`config.mk`:
```
export PLATFORM = sky130hd
export DESIGN_NAME = aes_multiblock_fsm
export DESIGN_NICKNAME = d
export VERILOG_FILES = /design/src/rtl/aes_multiblock_fsm.sv
export SDC_FILE = /design/constraint.sdc
export NUM_CORES = 1
export LEC_CHECK = 0
export CAP_MARGIN = 20
export CORE_MARGIN = 2
export CORE_UTILIZATION = 25
export CTS_BUF_LIST = sky130_fd_sc_hd__clkbuf_16
export DETAILED_ROUTE_END_ITERATION = 10
export GPL_ROUTABILITY_DRIVEN = 1
export SLEW_MARGIN = 25
export SYNTH_ARGS = -nofsm -noshare
export SYNTH_HDL_FRONTEND = slang
export SYNTH_SLANG_ARGS = --single-unit
```
`constraint.sdc`:
```
create_clock -name clk -period 3.1 [get_ports clk]
set_clock_uncertainty 0.15 [all_clocks]
set_input_delay 0.62 -clock clk [delete_from_list [all_inputs] [get_ports clk]]
set_output_delay 0.62 -clock clk [all_outputs]
set_load 0.005 [all_outputs]
```
`src/rtl/aes_multiblock_fsm.sv`:
```
// Multi-block AES job sequencer: waits for streamers, launches N blocks, counts engine
// completions, supervises progress with a watchdog and reports done/error to the slave.
module aes_multiblock_fsm #(
  parameter int unsigned ADDR_W      = 32,
  parameter int unsigned BLOCK_WORDS = 4,
  parameter int unsigned NB_W        = 16,
  parameter int unsigned WDOG_W      = 16
) (
  input  logic              clk,
  input  logic              reset_n,
  input  logic              clear,
  input  logic              start_i,
  input  logic [NB_W-1:0]   n_blocks_i,
  input  logic              mode_i,
  input  logic [ADDR_W-1:0] src_base_i,
  input  logic [ADDR_W-1:0] dst_base_i,
  input  logic              src_ready_i,
  input  logic              snk_ready_i,
  input  logic              src_done_i,
  input  logic              snk_done_i,
  input  logic              fifo_empty_i,
  input  logic              blk_done_i,
  output logic              src_req_o,
  output logic              snk_req_o,
  output logic [ADDR_W-1:0] src_addr_o,
  output logic [ADDR_W-1:0] snk_addr_o,
  output logic [NB_W+1:0]   trans_size_o,
  output logic [NB_W+1:0]   line_length_o,
  output logic              eng_clear_o,
  output logic              eng_start_o,
  output logic              eng_enable_o,
  output logic              eng_mode_o,
  output logic              busy_o,
  output logic              done_o,
  output logic              err_o,
  output logic [NB_W-1:0]   blk_cnt_o
);

  localparam int unsigned WordShift = $clog2(BLOCK_WORDS);

  typedef enum logic [2:0] {
    StIdle, StWaitReady, StStarting, StWorking, StFinished, StError
  } state_e;

  state_e              state_q, state_d;
  logic [NB_W-1:0]     n_q, n_d, blk_cnt_q, blk_cnt_d;
  logic                mode_q, mode_d, err_q, err_d;
  logic [ADDR_W-1:0]   src_q, src_d, dst_q, dst_d;
  logic                src_seen_q, src_seen_d, snk_seen_q, snk_seen_d;
  logic [WDOG_W-1:0]   wdog_q, wdog_d, wdog_inc;
  logic                wd_active, wd_event;

  always_ff @(posedge clk or negedge reset_n) begin
    if (!reset_n) begin
      state_q    <= StIdle;
      n_q        <= '0;
      blk_cnt_q  <= '0;
      mode_q     <= 1'b0;
      err_q      <= 1'b0;
      src_q      <= '0;
      dst_q      <= '0;
      src_seen_q <= 1'b0;
      snk_seen_q <= 1'b0;
      wdog_q     <= '0;
    end else begin
      state_q    <= state_d;
      n_q        <= n_d;
      blk_cnt_q  <= blk_cnt_d;
      mode_q     <= mode_d;
      err_q      <= err_d;
      src_q      <= src_d;
      dst_q      <= dst_d;
      src_seen_q <= src_seen_d;
      snk_seen_q <= snk_seen_d;
      wdog_q     <= wdog_d;
    end
  end

  assign wd_active = (state_q == StWaitReady) || (state_q == StWorking);
  assign wd_event  = blk_done_i | src_done_i | snk_done_i;
  assign wdog_inc  = wdog_q + WDOG_W'(1);

  always_comb begin
    state_d      = state_q;
    n_d          = n_q;
    blk_cnt_d    = blk_cnt_q;
    mode_d       = mode_q;
    err_d        = err_q;
    src_d        = src_q;
    dst_d        = dst_q;
    src_seen_d   = src_seen_q;
    snk_seen_d   = snk_seen_q;
    wdog_d       = '0;
    src_req_o    = 1'b0;
    snk_req_o    = 1'b0;
    eng_start_o  = 1'b0;
    eng_clear_o  = 1'b0;
    eng_enable_o = 1'b1;
    done_o       = 1'b0;

    unique case (state_q)
      StIdle: begin
        eng_clear_o = 1'b1;
        if (start_i) begin
          n_d       = n_blocks_i;
          mode_d    = mode_i;
          src_d     = src_base_i;
          dst_d     = dst_base_i;
          blk_cnt_d = '0;
          err_d     = 1'b0;
          state_d   = (n_blocks_i == '0) ? StFinished : StWaitReady;
        end
      end
      StWaitReady: begin
        if (src_ready_i && snk_ready_i) state_d = StStarting;
      end
      StStarting: begin
        src_req_o   = 1'b1;
        snk_req_o   = 1'b1;
        eng_start_o = 1'b1;
        src_seen_d  = 1'b0;
        snk_seen_d  = 1'b0;
        state_d     = StWorking;
      end
      StWorking: begin
        // Saturate at the job length so stray engine pulses cannot overshoot.
        if (blk_done_i && (blk_cnt_q != n_q)) blk_cnt_d = blk_cnt_q + NB_W'(1);
        if (src_done_i) src_seen_d = 1'b1;
        if (snk_done_i) snk_seen_d = 1'b1;
        if ((blk_cnt_d == n_q) && src_seen_d && snk_seen_d && fifo_empty_i) begin
          state_d = StFinished;
        end
      end
      StFinished: begin
        done_o       = 1'b1;
        eng_enable_o = 1'b0;
        state_d      = StIdle;
      end
      StError: begin
        done_o       = 1'b1;
        eng_enable_o = 1'b0;
        state_d      = StIdle;
      end
      default: state_d = StIdle;
    endcase

    // Timeout wins over any transition decided above.
    if (wd_active) begin
      if (wd_event) begin
        wdog_d = '0;
      end else if (&wdog_inc) begin
        state_d = StError;
        err_d   = 1'b1;
      end else if (state_d == state_q) begin
        wdog_d = wdog_inc;
      end
    end

    if (clear) begin
      state_d    = StIdle;
      n_d        = '0;
      blk_cnt_d  = '0;
      mode_d     = 1'b0;
      err_d      = 1'b0;
      src_d      = '0;
      dst_d      = '0;
      src_seen_d = 1'b0;
      snk_seen_d = 1'b0;
      wdog_d     = '0;
    end
  end

  assign src_addr_o    = src_q;
  assign snk_addr_o    = dst_q;
  assign trans_size_o  = (NB_W + 2)'(n_q) << WordShift;
  assign line_length_o = trans_size_o;
  assign eng_mode_o    = mode_q;
  assign busy_o        = (state_q != StIdle);
  assign err_o         = err_q;
  assign blk_cnt_o     = blk_cnt_q;

endmodule

```
==> results of run 1 <==
## stage by stage
step,setup TNS (ns),worst slack (ns),util [%]
2_1_floorplan,0,0.236,-
3_3_place_gp,-0.789,-0.0516,35.6
3_5_place_dp,-0.585,-0.0424,35.6
4_1_cts,0,0.0584,38.1
5_1_grt,0,0.00674,38.2
6_report,0,0.126,38.2
## path summary, 6_finish.rpt
kind	to	cells after the start	start	slack (ns)
hold reg to reg	snk_addr_o[2]$_DFFE_PN0P_	2	snk_addr_o[2]$_DFFE_PN0P_	0.37
min in group clk	src_seen_q$_DFFE_PN0P_	2	clear	0.28
hold / removal	blk_cnt_o[6]$_DFFE_PN0P_	2	reset_n	0.10
setup reg to reg	state_q[2]$_DFF_PN0_	8	n_q[6]$_DFFE_PN0P_	0.13
setup / recovery	state_q[2]$_DFF_PN0_	8	n_q[6]$_DFFE_PN0P_	0.13
max in group asynchronous	blk_cnt_o[0]$_DFFE_PN0P_	2	reset_n	2.12
## report_power, final
group / leakage (nW) / total (mW) / internal [mW] / switching [mW]
sequential: 1.62 / 1.69 / 1.63 / 0.0617
combinational: 1.89 / 0.737 / 0.386 / 0.351
clock: 0.296 / 2.08 / 1.33 / 0.744
total: 3.80 / 4.51 / 3.35 / 1.16
## synth_stat cells, types with 2 or more instances
| library cell | count |
|---|---|
| nand2b_1 | 2 |
| o41ai_1 | 2 |
| ha_1 | 3 |
| o32a_1 | 2 |
| o2111ai_1 | 2 |
| nand4_1 | 12 |
| and3_2 | 3 |
| nor3b_1 | 3 |
| a22o_1 | 2 |
| o31ai_1 | 8 |
| clkbuf_1 | 37 |
| nor2_1 | 45 |
| buf_2 | 3 |
| inv_1 | 9 |
| nor4_1 | 5 |
| a31oi_1 | 6 |
| nor2b_1 | 5 |
| nand2_1 | 193 |
| and3_1 | 4 |
| nor3_1 | 13 |
| nand3_1 | 21 |
| and2_1 | 8 |
| buf_4 | 22 |
| a21oi_1 | 101 |
| or4_1 | 2 |
| mux2i_1 | 3 |
| xor2_1 | 17 |
| or3_1 | 3 |
| dfrtp_1 | 119 |
| xnor2_1 | 13 |
| xnor2_2 | 3 |
| buf_6 | 2 |
| o21ai_0 | 28 |
## registers in the layout, indices dropped and copies added (netlist names)
signal	cells
snk_addr_o	32
src_addr_o	32
blk_cnt_o	16
n_q	16
wdog_q	16
state_q	3
eng_mode_o	1
err_o	1
snk_seen_q	1
src_seen_q	1
## worst max-delay path, cell delays in order (launching register included)
cell and delay [ns]:
dfrtp_1 0.44, xor2_2 0.21, or2_4 0.24, and4b_2 0.33, nand3_1 0.12, a311o_1 0.33, or4_1 0.52, o32a_1 0.35
o31ai_2 0.18
## cell families after synthesis
kind of cell,Yosys count,synth area share [%]
AND/OR/NAND/NOR,327,23.6
AO/OA/AOI/OAI,165,15.5
flip-flops,119,48.2
buffers and inverters,73,6.08
XOR/XNOR,34,5.31
multiplexers,4,0.668
adder cells (fa/ha/maj),3,0.608
other,1,0.0607
## final cells by class
type	count	area [sq um]	share of cell area [%]
clock buffer	17	425	4.58
clock inverter	15	185	1.99
tap	324	405	4.37
timing repair buffer	242	2390	25.7
inverter	9	33.8	0.364
sequential	119	2980	32.1
multi-input combinational	537	2870	30.9
## layer usage
layer | wire length (microns) | vias to the layer above | share of wire (%) | global-route usage (%)
met2 | 9110 | 171 | 47 | 23.7
met5 | 0 | - | 0 | 0
met3 | 1340 | 36 | 6.8 | 5.21
met1 | 8610 | 2806 | 44 | 19.3
met4 | 488 | 0 | 2.5 | 5.52
li1 | - | 2854 | - | -
## timing repair
| action | 4_1_cts | 5_1_grt |
|---|---|---|
| hold endpoints to repair | 0 | 0 |
| resized for setup | 0 | 6 |
| setup buffers | 0 | 0 |
| setup endpoints to repair | 0 | 19 |
==> impl_metrics.env, run 1 <==
export IMPL_status="completed"
export IMPL_max_freq_mhz=336
export IMPL_place_congestion=0.823
export IMPL_total_power_mw=4.51
export IMPL_fin_crit_sh_pct=95.9
export IMPL_final_common_cell="clkdlybuf4s50_1"
export IMPL_drc=0
export IMPL_cts_hold_buf=0
export IMPL_syn_area_per_cell_sq_um=8.51
export IMPL_power_leakage_nw=3.80
export IMPL_grt_pass1_vias=5869
export IMPL_hold_class="input port to async pin"
export IMPL_setup_viol_count_final=0
export IMPL_ys_async_sr_fraction_pct=100
export IMPL_finalInstanceArea_sq_um=9280
export IMPL_cap_violations=0
export IMPL_finalCriticalPeriod_ns=2.97
export IMPL_overflow=0
export IMPL_area_growth_pct=50.3
export IMPL_core_rowCount=57
export IMPL_drt_iter0_markers=382
export IMPL_fp_dieW_microns=161
export IMPL_vias=5867
export IMPL_yosys_top_cells_area="dfrtp_1, nand2_1, a21oi_1"
export IMPL_syn_area_sq_um=6180
export IMPL_clk_path_buf_depth=2
export IMPL_required_ns=3.27
export IMPL_grt_pass1_wl_mm=31.3
export IMPL_dieArea_sq_um=26000
export IMPL_numClockSinks=119
export IMPL_nNetsFinal=1020
export IMPL_numCtsBuffers=17
export IMPL_cts_tree="yes"
export IMPL_powerDensity_nw_per_um2=485
export IMPL_viasPerCell=4.65
export IMPL_synth_distinct_cells=58
export IMPL_yosys_area_top_type="dfrtp_1"
export IMPL_synth_cells=726
export IMPL_synth_seq_area_share_pct=48.2
export IMPL_timing_hold_violations_final=0
export IMPL_clkLatencyLatePin_ns=0.41
export IMPL_worstSetupEndpointType="register"
export IMPL_start_util_pct=25.4
export IMPL_hold_slack_ns=0.104
export IMPL_synth_top_area_share_pct=48.2
export IMPL_ir_drop_uv=275
export IMPL_nFillCells=2477
export IMPL_firstDrtPassIters=4
export IMPL_antenna_cells=0
export IMPL_grt_use_total_pct=15.1
export IMPL_cts_root_buf="clkbuf_16"
export IMPL_ys_warn_count=0
export IMPL_grt_max_degree=120
export IMPL_fin_cells=1263
export IMPL_crit_path_start_kind="register"
export IMPL_core_area_sq_um=24300
export IMPL_yosys_most_used_dff="dfrtp_1"
export IMPL_slew_headroom_pct=53.6
export IMPL_tightest_slew_ns=0.696
export IMPL_wire_per_inst_microns=15.5
export IMPL_place_hpwl_mm=13.6
export IMPL_crit_arrival_ns=3.14
export IMPL_clk_pin_slew_worst_paths_ns=0.06
export IMPL_cp_max_fo=5
export IMPL_drive_gt1_share_pct=9.27
export IMPL_antenna_found_initial=0
export IMPL_critPathKind="register to register"
export IMPL_htreeDepth=4
export IMPL_routed_wl_mm=19.5
export IMPL_ant_nets=0
export IMPL_slew_violations=0
export IMPL_rsz0062_at_grt="no"
export IMPL_num_io_pins=216
export IMPL_synth_edff_count=0
export IMPL_io_buffers=211
export IMPL_numPlacedInstances=1231
export IMPL_ys_ff_latch=119
export IMPL_dpl_cell_area_sq_um=8650
export IMPL_final_cell_mix="clkdlybuf4s50_1, nand2_1, dfrtp_1, a21oi_1, nor2_1"
export IMPL_dieHeight_microns=161
Note: power is estimated with default switching activity, not from simulation.
==> run 2: changes to the inputs <==
--- a/config.mk
+++ b/config.mk
@@ -7,10 +7,11 @@
 export LEC_CHECK = 0
 export CAP_MARGIN = 20
 export CORE_MARGIN = 2
-export CORE_UTILIZATION = 25
+export CORE_UTILIZATION = 46
 export CTS_BUF_LIST = sky130_fd_sc_hd__clkbuf_16
 export DETAILED_ROUTE_END_ITERATION = 10
 export GPL_ROUTABILITY_DRIVEN = 1
+export PLACE_DENSITY = 0.81
 export SLEW_MARGIN = 25
 export SYNTH_ARGS = -nofsm -noshare
 export SYNTH_HDL_FRONTEND = slang
==> constraint.sdc (replaced) <==
create_clock -name clk -period 3.3 [get_ports clk]
set_clock_uncertainty 0.15 [all_clocks]
set_input_delay 0.66 -clock clk [delete_from_list [all_inputs] [get_ports clk]]
set_output_delay 0.66 -clock clk [all_outputs]
set_load 0.005 [all_outputs]
==> run 2 against run 1 <==
  * Combinational power is 7.7% lower
  * Die area decreased by 45%
  * Sequential power is 6% lower
  * Cell count is 13% lower
  * Largest power group unchanged
==> impl_metrics.env, run 2 (synthesized netlist as in run 1, its figures left out) <==
export IMPL_dieArea_sq_um=14400
export IMPL_cts_tree="yes"
export IMPL_cts_hold_buf=0
export IMPL_antenna_cells=0
export IMPL_hold_slack_ns=0.0401
export IMPL_antenna_found_initial=0
export IMPL_powerDensity_nw_per_um2=440
export IMPL_numCtsBuffers=17
export IMPL_clockPowerShare_pct=42.0
export IMPL_setup_viol_count_final=0
export IMPL_slew_headroom_pct=38.8
export IMPL_switching_power_mw=1.02
export IMPL_cts_root_buf="clkbuf_16"
export IMPL_fp_dieW_microns=120
export IMPL_wire_per_inst_microns=16.4
export IMPL_ctsResizeCount=0
export IMPL_crit_path_start_kind="register"
export IMPL_critPathKind="register to register"
export IMPL_dieHeight_microns=120
export IMPL_max_freq_mhz=322
export IMPL_post_cts_buffers=0
export IMPL_finalCriticalPeriod_ns=3.10
export IMPL_max_stage_delay_ns=0.47
export IMPL_place_hpwl_mm=12.7
export IMPL_drive_gt1_share_pct=7.01
export IMPL_htreeDepth=4
export IMPL_num_io_pins=216
export IMPL_grt_use_total_pct=26.2
export IMPL_numClockSinks=119
export IMPL_nNetsFinal=1009
export IMPL_vias=5923
export IMPL_grt_max_degree=86
export IMPL_cap_violations=0
export IMPL_power_frac_seq_pct=40.6
export IMPL_viasPerCell=5.37
export IMPL_overflow=0
export IMPL_core_area_sq_um=13200
export IMPL_status="completed"
export IMPL_worstPathCellList="xnor2_2 > nand3_1 > nor4_4 > nand3_1 > a311o_1 > nor4_1 > o2111ai_2 > o211ai_4 > buf_12 > nor2_1"
export IMPL_place_congestion=0.953
export IMPL_firstDrtPassIters=5
export IMPL_reg2regPathDepth=10
export IMPL_start_util_pct=46.8
export IMPL_fin_util_pct=67.4
export IMPL_grt_pass1_wl_mm=29.6
export IMPL_required_ns=3.45
export IMPL_ant_nets=0
export IMPL_power_internal_mw=2.89
export IMPL_io_buffers=211
export IMPL_area_growth_pct=44.0
export IMPL_drt_iter0_markers=470
export IMPL_cpMostUsedCell="nand3_1"
export IMPL_netSwitchingFraction_pct=26.1
export IMPL_rsz0062_at_grt="no"
export IMPL_timing_hold_violations_final=0
export IMPL_grt_pass1_vias=5906
export IMPL_final_cell_mix="clkdlybuf4s50_1, nand2_1, dfrtp_1, a21oi_1, nor2_1"
export IMPL_timing_rr_start="blk_cnt_o[7]$_DFFE_PN0P_"
export IMPL_nFillCells=1067
export IMPL_routed_wl_mm=18.0
export IMPL_clk_path_buf_depth=2
export IMPL_clkLatencyLatePin_ns=0.42
export IMPL_final_common_cell="clkdlybuf4s50_1"
export IMPL_ir_drop_uv=308
export IMPL_drc=0
export IMPL_clk_pin_slew_worst_paths_ns=0.06
export IMPL_combPwrFrac_pct=17.4
export IMPL_fin_crit_sh_pct=94.0
export IMPL_tightest_slew_ns=0.918
export IMPL_slew_violations=0
export IMPL_worstSetupEndpointType="register"
export IMPL_hold_class="input port to async pin"
export IMPL_crit_path_top_delay_cell="dfrtp_1"
export IMPL_crit_arrival_ns=3.25
export IMPL_core_rowCount=42
export IMPL_fin_setup_tns_ns=0
export IMPL_power_leakage_nw=3.71
export IMPL_cp_max_fo=16
export IMPL_r2r_end="wdog_q[9]$_DFF_PN0_"
export IMPL_r2r_slack_ns=0.20
==> run 2: power groups by stage <==
stage,clock (mW),combinational [mW],sequential (mW)
after global routing,1.75,0.743,1.60
after CTS,1.67,0.684,1.59
after global placement,0,0.676,1.61
after floorplan,0,0.288,1.61
after detailed placement,0,0.680,1.62
final,1.65,0.680,1.59
==> run 2: layer usage <==
layer  global-route usage [%]  vias up  share of wire, %
met5                        0        -                 0
met3                     8.56       37               7.9
li1                         -     2821                 -
met1                     33.0     2816                41
met4                     11.0        0               2.8
met2                     41.6      249                48
==> run 2: critical path: cells and delay by family (launching register included) <==
family | cells | cell delay (ns)
compound gates | 3 | 0.81
simple gates | 5 | 1.18
flops | 1 | 0.47
xor+xnor | 1 | 0.20
buf+inv | 1 | 0.17
==> run 2: how the worst max path moves through the flow <==
stage	to	startpoint	depth (start not counted)	slack, ns
final	wdog_q[9]$_DFF_PN0_	blk_cnt_o[7]$_DFFE_PN0P_	10	0.20
after global routing	wdog_q[9]$_DFF_PN0_	n_q[13]$_DFFE_PN0P_	10	0.008
after CTS	wdog_q[9]$_DFF_PN0_	blk_cnt_o[7]$_DFFE_PN0P_	10	0.23
after detailed placement	wdog_q[10]$_DFF_PN0_	blk_done_i	10	0.08
after global placement	state_q[2]$_DFF_PN0_	blk_done_i	8	0.13
after floorplan	state_q[2]$_DFF_PN0_	blk_cnt_o[2]$_DFFE_PN0P_	9	0.44
==> run 2: stage by stage <==
stage	area [sq um]	std cells	total power, mW	worst slack, ns
2_1_floorplan	6190	729	1.90	0.436
3_3_place_gp	8380	1072	2.29	0.131
3_5_place_dp	8380	1072	2.29	0.0802
4_1_cts	8890	1103	3.94	0.228
5_1_grt	8890	1103	4.09	0.00845
6_report	8890	1103	3.92	0.197
==> run 2: cell type report <==
type                    instances  area [sq um]  share of cell area (%)
multi-input cells             537          2840                    31.9
flip-flops and latches        119          2980                    33.5
clock buffers                  17           425                    4.78
well taps                     176           220                    2.48
clock inverters                14          93.8                    1.06
inverters                       9          33.8                   0.380
repair buffers                231          2300                    25.9
==> run 3: changes to the inputs <==
--- a/config.mk
+++ b/config.mk
@@ -12,6 +12,7 @@
 export DETAILED_ROUTE_END_ITERATION = 10
 export GPL_ROUTABILITY_DRIVEN = 1
 export PLACE_DENSITY = 0.81
+export SETUP_SLACK_MARGIN = 0.05
 export SLEW_MARGIN = 25
 export SYNTH_ARGS = -nofsm -noshare
 export SYNTH_HDL_FRONTEND = slang
==> run 3 against run 2 <==
  * Sequential power about the same
  * Design area about the same
  * Fmax grew 2.7%
  * Sequential share of layout area hardly changed
  * Cell count is the same
  * Combinational power is essentially flat
==> impl_metrics.env, run 3 (synthesized netlist as in run 1, its figures left out) <==
export IMPL_status="completed"
export IMPL_final_cell_mix="clkdlybuf4s50_1, nand2_1, dfrtp_1, a21oi_1, nor2_1"
export IMPL_routed_wl_mm=18.0
export IMPL_required_ns=3.45
export IMPL_crit_path_start_kind="register"
export IMPL_hold_slack_ns=0.0397
export IMPL_drc=0
export IMPL_wire_per_inst_microns=16.3
export IMPL_max_freq_mhz=331
export IMPL_finalCriticalPeriod_ns=3.02
export IMPL_critPathKind="register to register"
export IMPL_numClockSinks=119
export IMPL_dieArea_sq_um=14400
export IMPL_drt_iter0_markers=481
export IMPL_antenna_found_initial=0
export IMPL_finalInstanceArea_sq_um=8900
export IMPL_pre_cts_ws_ns=0.0802
export IMPL_power_leakage_nw=3.70
export IMPL_worstSetupEndpointType="register"
export IMPL_antenna_cells=0
export IMPL_htreeDepth=4
export IMPL_firstDrtPassIters=4
export IMPL_numCtsBuffers=17
export IMPL_numPlacedInstances=1072
export IMPL_powerDensity_nw_per_um2=440
export IMPL_grt_max_degree=86
export IMPL_grt_use_met3_pct=8.56
export IMPL_cts_tree="yes"
export IMPL_setup_viol_count_final=0
export IMPL_clk_pin_slew_worst_paths_ns=0.06
export IMPL_cap_violations=0
export IMPL_core_area_sq_um=13200
export IMPL_nNetsFinal=1009
export IMPL_num_io_pins=216
export IMPL_dieHeight_microns=120
export IMPL_setup_ws_ns=0.279
export IMPL_fin_cells=1103
export IMPL_rsz0062_at_grt="no"
export IMPL_vias=5931
export IMPL_final_common_cell="clkdlybuf4s50_1"
export IMPL_fin_crit_sh_pct=91.5
export IMPL_clk_path_buf_depth=2
export IMPL_fp_dieW_microns=120
export IMPL_fin_util_pct=67.5
export IMPL_dpl_cell_area_sq_um=8380
export IMPL_slew_headroom_pct=38.9
export IMPL_fin_setup_tns_ns=0
export IMPL_ir_drop_uv=308
export IMPL_ant_nets=0
export IMPL_cts_root_buf="clkbuf_16"
export IMPL_hold_class="input port to async pin"
export IMPL_total_power_mw=3.92
export IMPL_met2_usage_pct=41.6
export IMPL_cp_max_fo=16
export IMPL_nFillCells=1067
export IMPL_core_rowCount=42
export IMPL_viasPerCell=5.38
export IMPL_slew_violations=0
export IMPL_drive_gt1_share_pct=7.23
export IMPL_grt_use_total_pct=26.2
export IMPL_timing_hold_violations_final=0
export IMPL_top_usage_layer="met2"
export IMPL_clkLatencyLatePin_ns=0.42
export IMPL_area_growth_pct=44.1
export IMPL_place_hpwl_mm=12.7
export IMPL_grt_pass1_wl_mm=29.6
export IMPL_grt_pass1_vias=5906
export IMPL_io_buffers=211
export IMPL_grt_use_met1_pct=33.0
export IMPL_start_util_pct=46.8
export IMPL_overflow=0
export IMPL_crit_arrival_ns=3.17
export IMPL_tightest_slew_ns=0.916
export IMPL_place_congestion=0.953
-- run 3: cell count changes in the layout (fill, tap and decap cells not counted) --
cell     previous run  this run
dfrtp_1           119       118
ha_1                3         2
dfrtp_2             0         1
ha_2                0         1
-- run 3: repair_timing --
| item | CTS | global route |
|---|---|---|
| setup buffers | 0 | 0 |
| endpoints found under the hold margin | 0 | 0 |
| resized for setup | 0 | 2 |
| endpoints found under the setup margin | 0 | 16 |
| hold buffers | 0 | 0 |
-- run 3: path summary, 6_finish.rpt --
| check | startpoint | to | slack, ns | cells after the start |
|---|---|---|---|---|
| max | blk_cnt_o[6]$_DFFE_PN0P_ | wdog_q[9]$_DFF_PN0_ | 0.28 | 10 |
| min | reset_n | snk_addr_o[26]$_DFFE_PN0P_ | 0.04 | 1 |
| max reg2reg | blk_cnt_o[6]$_DFFE_PN0P_ | wdog_q[9]$_DFF_PN0_ | 0.28 | 10 |
| min reg2reg | snk_addr_o[18]$_DFFE_PN0P_ | snk_addr_o[18]$_DFFE_PN0P_ | 0.37 | 2 |
| max in group asynchronous | reset_n | snk_addr_o[1]$_DFFE_PN0P_ | 2.18 | 2 |
| min in group clk | snk_addr_o[18]$_DFFE_PN0P_ | snk_addr_o[18]$_DFFE_PN0P_ | 0.37 | 2 |
-- run 3: routing by layer --
layer,wire length [microns],vias up
met1,7500,2847
met3,1310,42
li1,-,2822
met4,523,0
met2,8660,220
met5,0,-
-- run 3: power by group --
group	total (mW)	internal [mW]	switching (mW)	leakage, nW
clock network	1.65	1.00	0.642	0.259
registers	1.59	1.53	0.0587	1.62
logic	0.679	0.356	0.323	1.83
-- run 3: critical path, cell delays in order (launching register included) --
cell and delay, ns:
dfrtp_1 0.50, xor2_2 0.20, or2_4 0.25, and4b_2 0.33
nand3_1 0.12, a311o_1 0.33, nor4_1 0.33, o2111ai_2 0.23
o211ai_4 0.24, buf_12 0.17, nor2_1 0.06
-- run 3: final cells by class --
class	instances	area, sq um	share of cell area, %
Sequential cell	119	2980	33.5
Multi-Input combinational cell	537	2840	31.9
Timing Repair Buffer	231	2300	25.9
Clock buffer	17	425	4.78
Tap cell	176	220	2.47
Clock inverter	14	93.8	1.05
Inverter	9	33.8	0.380
